`src/rtl/alu_pkg.sv`:
```
// Shared opcode, type and FSM state definitions for the ALU command sequencer.
package alu_pkg;

  typedef logic [3:0] opcode_t;

  localparam opcode_t OP_ADD = 4'd0;
  localparam opcode_t OP_SUB = 4'd1;
  localparam opcode_t OP_AND = 4'd2;
  localparam opcode_t OP_OR  = 4'd3;
  localparam opcode_t OP_SLL = 4'd4;

  typedef enum logic [1:0] {
    StIdle,
    StExec,
    StResp
  } seq_state_e;

endpackage

```
`src/rtl/alu_cmd_fifo.sv`:
```
// Synchronous FIFO with explicit entry count; pointers wrap naturally (Depth is a power of two).
module alu_cmd_fifo #(
  parameter int unsigned Width = 8,
  parameter int unsigned Depth = 4,
  localparam int unsigned PtrW = $clog2(Depth)
) (
  input  logic             clk_i,
  input  logic             rst_ni,
  input  logic             push_i,
  input  logic [Width-1:0] wdata_i,
  input  logic             pop_i,
  output logic [Width-1:0] rdata_o,
  output logic             full_o,
  output logic             empty_o,
  output logic [PtrW:0]    count_o
);

  logic [Width-1:0] mem_q [Depth];
  logic [PtrW-1:0]  wr_ptr_q, rd_ptr_q;
  logic [PtrW:0]    count_q, count_d;
  logic             push_en, pop_en;

  assign full_o  = (count_q == (PtrW + 1)'(Depth));
  assign empty_o = (count_q == '0);
  assign count_o = count_q;
  assign rdata_o = mem_q[rd_ptr_q];

  // Full blocks push even if a pop happens in the same cycle.
  assign push_en = push_i && !full_o;
  assign pop_en  = pop_i && !empty_o;

  always_comb begin
    count_d = count_q;
    unique case ({push_en, pop_en})
      2'b10:   count_d = count_q + (PtrW + 1)'(1);
      2'b01:   count_d = count_q - (PtrW + 1)'(1);
      default: count_d = count_q;
    endcase
  end

  always_ff @(posedge clk_i) begin
    if (push_en) begin
      mem_q[wr_ptr_q] <= wdata_i;
    end
  end

  always_ff @(posedge clk_i or negedge rst_ni) begin
    if (!rst_ni) begin
      wr_ptr_q <= '0;
      rd_ptr_q <= '0;
      count_q  <= '0;
    end else begin
      if (push_en) wr_ptr_q <= wr_ptr_q + PtrW'(1);
      if (pop_en)  rd_ptr_q <= rd_ptr_q + PtrW'(1);
      count_q <= count_d;
    end
  end

endmodule

```
`src/rtl/alu_cmd_sequencer.sv`:
```
// Command-issue stage for the combinational ALU: FIFO, registered operands, tagged response.
// Optional carry/borrow return enabled by defining ALU_SEQ_CARRY_EN.
module alu_cmd_sequencer
  import alu_pkg::*;
#(
  parameter int unsigned Width  = 128,
  parameter int unsigned ShamtW = 5,
  parameter int unsigned Depth  = 4,
  parameter int unsigned TagW   = 4,
  localparam int unsigned OccW  = $clog2(Depth) + 1
) (
  input  logic              clk_i,
  input  logic              rst_ni,
  input  logic              cmd_valid_i,
  output logic              cmd_ready_o,
  input  logic [3:0]        cmd_opcode_i,
  input  logic [Width-1:0]  cmd_a_i,
  input  logic [Width-1:0]  cmd_b_i,
  input  logic [ShamtW-1:0] cmd_shamt_i,
  input  logic [TagW-1:0]   cmd_tag_i,
  output logic [3:0]        alu_opcode_o,
  output logic [Width-1:0]  alu_input1_o,
  output logic [Width-1:0]  alu_input2_o,
  output logic [ShamtW-1:0] alu_shift_o,
  input  logic [Width-1:0]  alu_result_i,
  output logic              rsp_valid_o,
  input  logic              rsp_ready_i,
  output logic [Width-1:0]  rsp_result_o,
  output logic              rsp_carry_o,
  output logic [TagW-1:0]   rsp_tag_o,
  output logic [OccW-1:0]   occupancy_o
);

  localparam int unsigned EntryW = 4 + 2 * Width + ShamtW + TagW;

  seq_state_e state_q, state_d;

  logic              fifo_push, fifo_pop, fifo_full, fifo_empty;
  logic [EntryW-1:0] fifo_wdata, fifo_rdata;

  opcode_t           head_op;
  logic [Width-1:0]  head_a, head_b;
  logic [ShamtW-1:0] head_shamt;
  logic [TagW-1:0]   head_tag;

  opcode_t           alu_opcode_q;
  logic [Width-1:0]  alu_a_q, alu_b_q;
  logic [ShamtW-1:0] alu_shift_q;
  logic [TagW-1:0]   tag_q;
  logic [Width-1:0]  rsp_result_q;
  logic [TagW-1:0]   rsp_tag_q;

  assign cmd_ready_o = !fifo_full;
  assign fifo_push   = cmd_valid_i && cmd_ready_o;
  assign fifo_wdata  = {cmd_opcode_i, cmd_a_i, cmd_b_i, cmd_shamt_i, cmd_tag_i};
  assign {head_op, head_a, head_b, head_shamt, head_tag} = fifo_rdata;

  alu_cmd_fifo #(
    .Width (EntryW),
    .Depth (Depth)
  ) u_fifo (
    .clk_i   (clk_i),
    .rst_ni  (rst_ni),
    .push_i  (fifo_push),
    .wdata_i (fifo_wdata),
    .pop_i   (fifo_pop),
    .rdata_o (fifo_rdata),
    .full_o  (fifo_full),
    .empty_o (fifo_empty),
    .count_o (occupancy_o)
  );

  always_comb begin
    state_d  = state_q;
    fifo_pop = 1'b0;
    unique case (state_q)
      StIdle: begin
        if (!fifo_empty) begin
          fifo_pop = 1'b1;
          state_d  = StExec;
        end
      end
      StExec: state_d = StResp;
      StResp: begin
        if (rsp_ready_i) begin
          if (!fifo_empty) begin
            fifo_pop = 1'b1;
            state_d  = StExec;
          end else begin
            state_d = StIdle;
          end
        end
      end
      default: state_d = StIdle;
    endcase
  end

  always_ff @(posedge clk_i or negedge rst_ni) begin
    if (!rst_ni) begin
      state_q      <= StIdle;
      alu_opcode_q <= '0;
      alu_a_q      <= '0;
      alu_b_q      <= '0;
      alu_shift_q  <= '0;
      tag_q        <= '0;
      rsp_result_q <= '0;
      rsp_tag_q    <= '0;
    end else begin
      state_q <= state_d;
      if (fifo_pop) begin
        alu_opcode_q <= head_op;
        alu_a_q      <= head_a;
        alu_b_q      <= head_b;
        alu_shift_q  <= head_shamt;
        tag_q        <= head_tag;
      end
      // ALU inputs have been stable for the whole EXEC cycle, so the result has settled.
      if (state_q == StExec) begin
        rsp_result_q <= alu_result_i;
        rsp_tag_q    <= tag_q;
      end
    end
  end

`ifdef ALU_SEQ_CARRY_EN
  logic [Width:0] sum_ext;
  logic           carry_d, rsp_carry_q;

  always_comb begin
    sum_ext = {1'b0, alu_a_q} + {1'b0, alu_b_q};
    carry_d = 1'b0;
    if (alu_opcode_q == OP_ADD) begin
      carry_d = sum_ext[Width];
    end else if (alu_opcode_q == OP_SUB) begin
      carry_d = (alu_a_q < alu_b_q);
    end
  end

  always_ff @(posedge clk_i or negedge rst_ni) begin
    if (!rst_ni) begin
      rsp_carry_q <= 1'b0;
    end else if (state_q == StExec) begin
      rsp_carry_q <= carry_d;
    end
  end

  assign rsp_carry_o = rsp_carry_q;
`else
  assign rsp_carry_o = 1'b0;
`endif

  assign alu_opcode_o = alu_opcode_q;
  assign alu_input1_o = alu_a_q;
  assign alu_input2_o = alu_b_q;
  assign alu_shift_o  = alu_shift_q;
  assign rsp_valid_o  = (state_q == StResp);
  assign rsp_result_o = rsp_result_q;
  assign rsp_tag_o    = rsp_tag_q;

endmodule

```
`config.mk`:
```
export PLATFORM = sky130hd
export DESIGN_NAME = alu_cmd_sequencer
export DESIGN_NICKNAME = d
export VERILOG_FILES = /design/src/rtl/alu_pkg.sv /design/src/rtl/alu_cmd_fifo.sv /design/src/rtl/alu_cmd_sequencer.sv
export SDC_FILE = /design/constraint.sdc
export NUM_CORES = 1
export LEC_CHECK = 0
export ABC_CLOCK_PERIOD_IN_PS = 10600
export BUFFER_PORTS_ARGS = -buffer_cell sky130_fd_sc_hd__buf_2
export CAP_MARGIN = 30
export CORE_MARGIN = 2
export CORE_UTILIZATION = 55
export CTS_CLUSTER_SIZE = 24
export DETAILED_ROUTE_END_ITERATION = 7
export HOLD_SLACK_MARGIN = 0.05
export PLACE_DENSITY = 0.77
export SLEW_MARGIN = 20
export SYNTH_ARGS = -nofsm -noshare
export SYNTH_HDL_FRONTEND = slang
export SYNTH_SLANG_ARGS = --single-unit
```
`constraint.sdc`:
```
create_clock -name clk_i -period 10.6 [get_ports clk_i]
set_input_delay 2.12 -clock clk_i [delete_from_list [all_inputs] [get_ports clk_i]]
set_output_delay 2.12 -clock clk_i [all_outputs]
set_load 0.05 [all_outputs]
```
==> results.sh <==
export IMPL_status="complete, no violations"
export IMPL_ctsHoldBuffers=0
export IMPL_antenna_left=0
export IMPL_critPathCaptureType="flip-flop"
export IMPL_grt_max_degree=171
export IMPL_viasPerCell=5.73
export IMPL_final_cell_mix="1076 x edfxtp_1, 801 x buf_2, 408 x dfrtp_1, 402 x mux2_2, 269 x mux4_2"
export IMPL_synth_cell_types=27
export IMPL_gp_congestion=0.924
export IMPL_irDropWorstVdd_v=0.000329
export IMPL_hp_class="reg2reg"
export IMPL_post_cts_setup_buffers=0
export IMPL_ys_seq_area_share_pct=78.7
export IMPL_first_pass_iters=5
export IMPL_syn_to_final_growth_pct=19.7
export IMPL_busiest_layer="met2"
export IMPL_synth_compound_area_share_pct=0.00925
export IMPL_synth_top_family_by_area="multiplexers"
export IMPL_setup_viol=0
export IMPL_fp_dieW_um=318
export IMPL_slowest_delay_ns=0.85
export IMPL_nNetsFinal=3582
export IMPL_met2_usage_pct=40.8
export IMPL_period_needed_ns=4.75
export IMPL_grt_antenna_before_repair=53
export IMPL_nFillCells=6218
export IMPL_cp_start_kind="input port"
export IMPL_worst_slew_pin_slew_ns=1.19
export IMPL_cts_resized=0
export IMPL_routedWlPerCell_um=26.6
export IMPL_grt_overflow=0
export IMPL_power_density_nw_per_um2=351
export IMPL_cp_num_buf_inv=4
export IMPL_vias=26500
export IMPL_synth_fp_nets=2706
export IMPL_drc=0
export IMPL_avgSynthCellArea_um2=23.5
export IMPL_synth_mux_area_share_pct=19.6
export IMPL_final_common_cell="edfxtp_1"
export IMPL_syn_area_um2=54100
export IMPL_grt_met1_usage_pct=30.4
export IMPL_crit_path_max_fanout=99
export IMPL_cts_inserted_buffers=150
export IMPL_synth_cells=2299
export IMPL_routed_wl_um=123000
export IMPL_cp_cell_sequence="buf_2, and3_4, buf_12, buf_16, buf_4"
export IMPL_ys_ff_latch=1486
export IMPL_core_um2=98000
export IMPL_grt_pass1_wl_um=183000
export IMPL_grt_usage_pct=24.5
export IMPL_cp_slowest_cell="buf_4"
export IMPL_rsz0062_at_grt="no"
export IMPL_initial_utilization_pct=55.2
export IMPL_relSlewSlack_pct=20.6
export IMPL_synthSimpleGateAreaFrac_pct=0.169
export IMPL_synth_xor_xnor_area_share_pct=0.0971
export IMPL_cts_clk_slew_worst_paths_ns=0.06
export IMPL_cap_violations=0
export IMPL_crit_arrival_ns=5.10
export IMPL_dp_hpwl_um=75100
export IMPL_finalClockSkew_ns=0.0319
export IMPL_die_height_um=318
export IMPL_clockBufferDepth=3
export IMPL_worstPathRequired_ns=10.95
export IMPL_final_util_pct=66.1
export IMPL_cts_sinks=1486
export IMPL_max_freq_mhz=210
export IMPL_use_met3_pct=7.36
export IMPL_drive_gt1_share_pct=52.3
export IMPL_cp_top_family="buffers and inverters"
export IMPL_io_pins=804
export IMPL_leakage_nw=24.0
export IMPL_grt_pass1_vias=28400
export IMPL_final_hold_viol_count=0
export IMPL_cts_root_buf="clkbuf_16"
export IMPL_die_area_um2=101000
export IMPL_port_buffers=802
export IMPL_drt_initial_drc_count=2306
export IMPL_min_period_over_period_pct=44.8
export IMPL_finalSetupTns_ns=0
export IMPL_htreeDepth=4
export IMPL_yosys_area_share_adder_pct=0.153
export IMPL_slew_viol_final=0
export IMPL_cts_tree="built"
export IMPL_rows=115
export IMPL_clock_latency_ns=0.76
export IMPL_yosys_warnings=0
export IMPL_worstSetupPathType="in2reg"
==> worst paths after layout <==
path                                   start                    to  slack, ns  depth (start not counted)
setup / recovery                 cmd_valid_i  u_fifo.mem_q[1][122]       5.85                          5
max in group asynchronous             rst_ni     alu_input1_o[121]       7.11                          3
hold / removal             rsp_result_o[115]     rsp_result_o[115]       0.50                          1
hold reg to reg            rsp_result_o[115]     rsp_result_o[115]       0.50                          1
min in group asynchronous             rst_ni      rsp_result_o[95]       1.40                          1
setup reg to reg           u_fifo.count_o[2]  u_fifo.mem_q[1][122]       6.62                          5
==> per-layer routing <==
layer  vias up  part of all wire, %
li1      11100                    -
met1     14000                   37
met2      1110                   51
met3       269                  8.1
met4        32                  3.6
met5         -                 0.17
==> where the power goes <==
group          switching [mW]  internal, mW
combinational            5.57          3.02
sequential              0.758          8.05
clock                    2.20          3.17
==> synth_stat cells, drive strengths merged <==
| cell type | n | area [um^2] |
|---|---|---|
| nor2 | 1 | 3.75 |
| and3 | 4 | 25.0 |
| buf | 74 | 534 |
| nor4b | 1 | 8.76 |
| xor2 | 4 | 35.0 |
| nand2b | 2 | 12.5 |
| edfxtp | 1076 | 32300 |
| dfrtp | 410 | 10300 |
| ha | 5 | 62.6 |
| and2 | 1 | 6.26 |
| xnor2 | 2 | 17.5 |
| fa | 1 | 20.0 |
| mux4 | 269 | 6060 |
| o21ai | 1 | 5.00 |
| mux2 | 402 | 4530 |
| conb | 1 | 3.75 |
| nor2b | 1 | 6.26 |
| inv | 7 | 26.3 |
| nor3 | 3 | 20.0 |
| mux2i | 1 | 10.0 |
| clkbuf | 32 | 143 |
| or3b | 1 | 8.76 |
==> flip-flops by register name (all words and copies together), names as in the netlist, 3 cells and up <==
| name | cells |
|---|---|
| alu_input1_o | 128 |
| alu_input2_o | 128 |
| alu_opcode_o | 4 |
| alu_shift_o | 5 |
| rsp_result_o | 128 |
| rsp_tag_o | 4 |
| tag_q | 4 |
| u_fifo.count_o | 3 |
| u_fifo.mem_q | 1076 |
==> final cells by class <==
type                            count  area, um^2  share of cell area (%)
Multi-Input combinational cell    700       10900                    16.8
Timing Repair Buffer              830        4520                    6.98
Clock buffer                      227        4340                    6.70
Sequential cell                  1486       42600                    65.7
Antenna cell                       34        85.1                   0.131
Clock inverter                     55         751                    1.16
Tap cell                         1287        1610                    2.49
Inverter                            7        26.3                  0.0406
==> cell families (layout without fill, tap and decap cells) <==
family                   Yosys count  count (layout)
AO/OA/AOI/OAI                      1               1
XOR/XNOR                           6               6
adder cells (fa/ha/maj)            6               6
buffers and inverters            113            1119
flip-flops                      1486            1486
multiplexers                     672             672
other                              1              35
AND/OR/NAND/NOR                   14              14
==> metrics by stage <==
stage | hold WS [ns] | instances | area [um^2] | power, mW | worst slack, ns
finish | 0.498 | 4626 | 64800 | 22.8 | 5.85
global route | 0.507 | 4612 | 64700 | 23.6 | 5.76
CTS | 0.503 | 4588 | 64600 | 22.9 | 6.03
detailed placement | 0.489 | 4306 | 59500 | 17.5 | 5.26
global placement | 0.482 | 4302 | 59400 | 17.2 | 5.32
floorplan | 0.476 | 2299 | 54100 | 15.4 | 1.64
(Power assumes the default switching activity.)
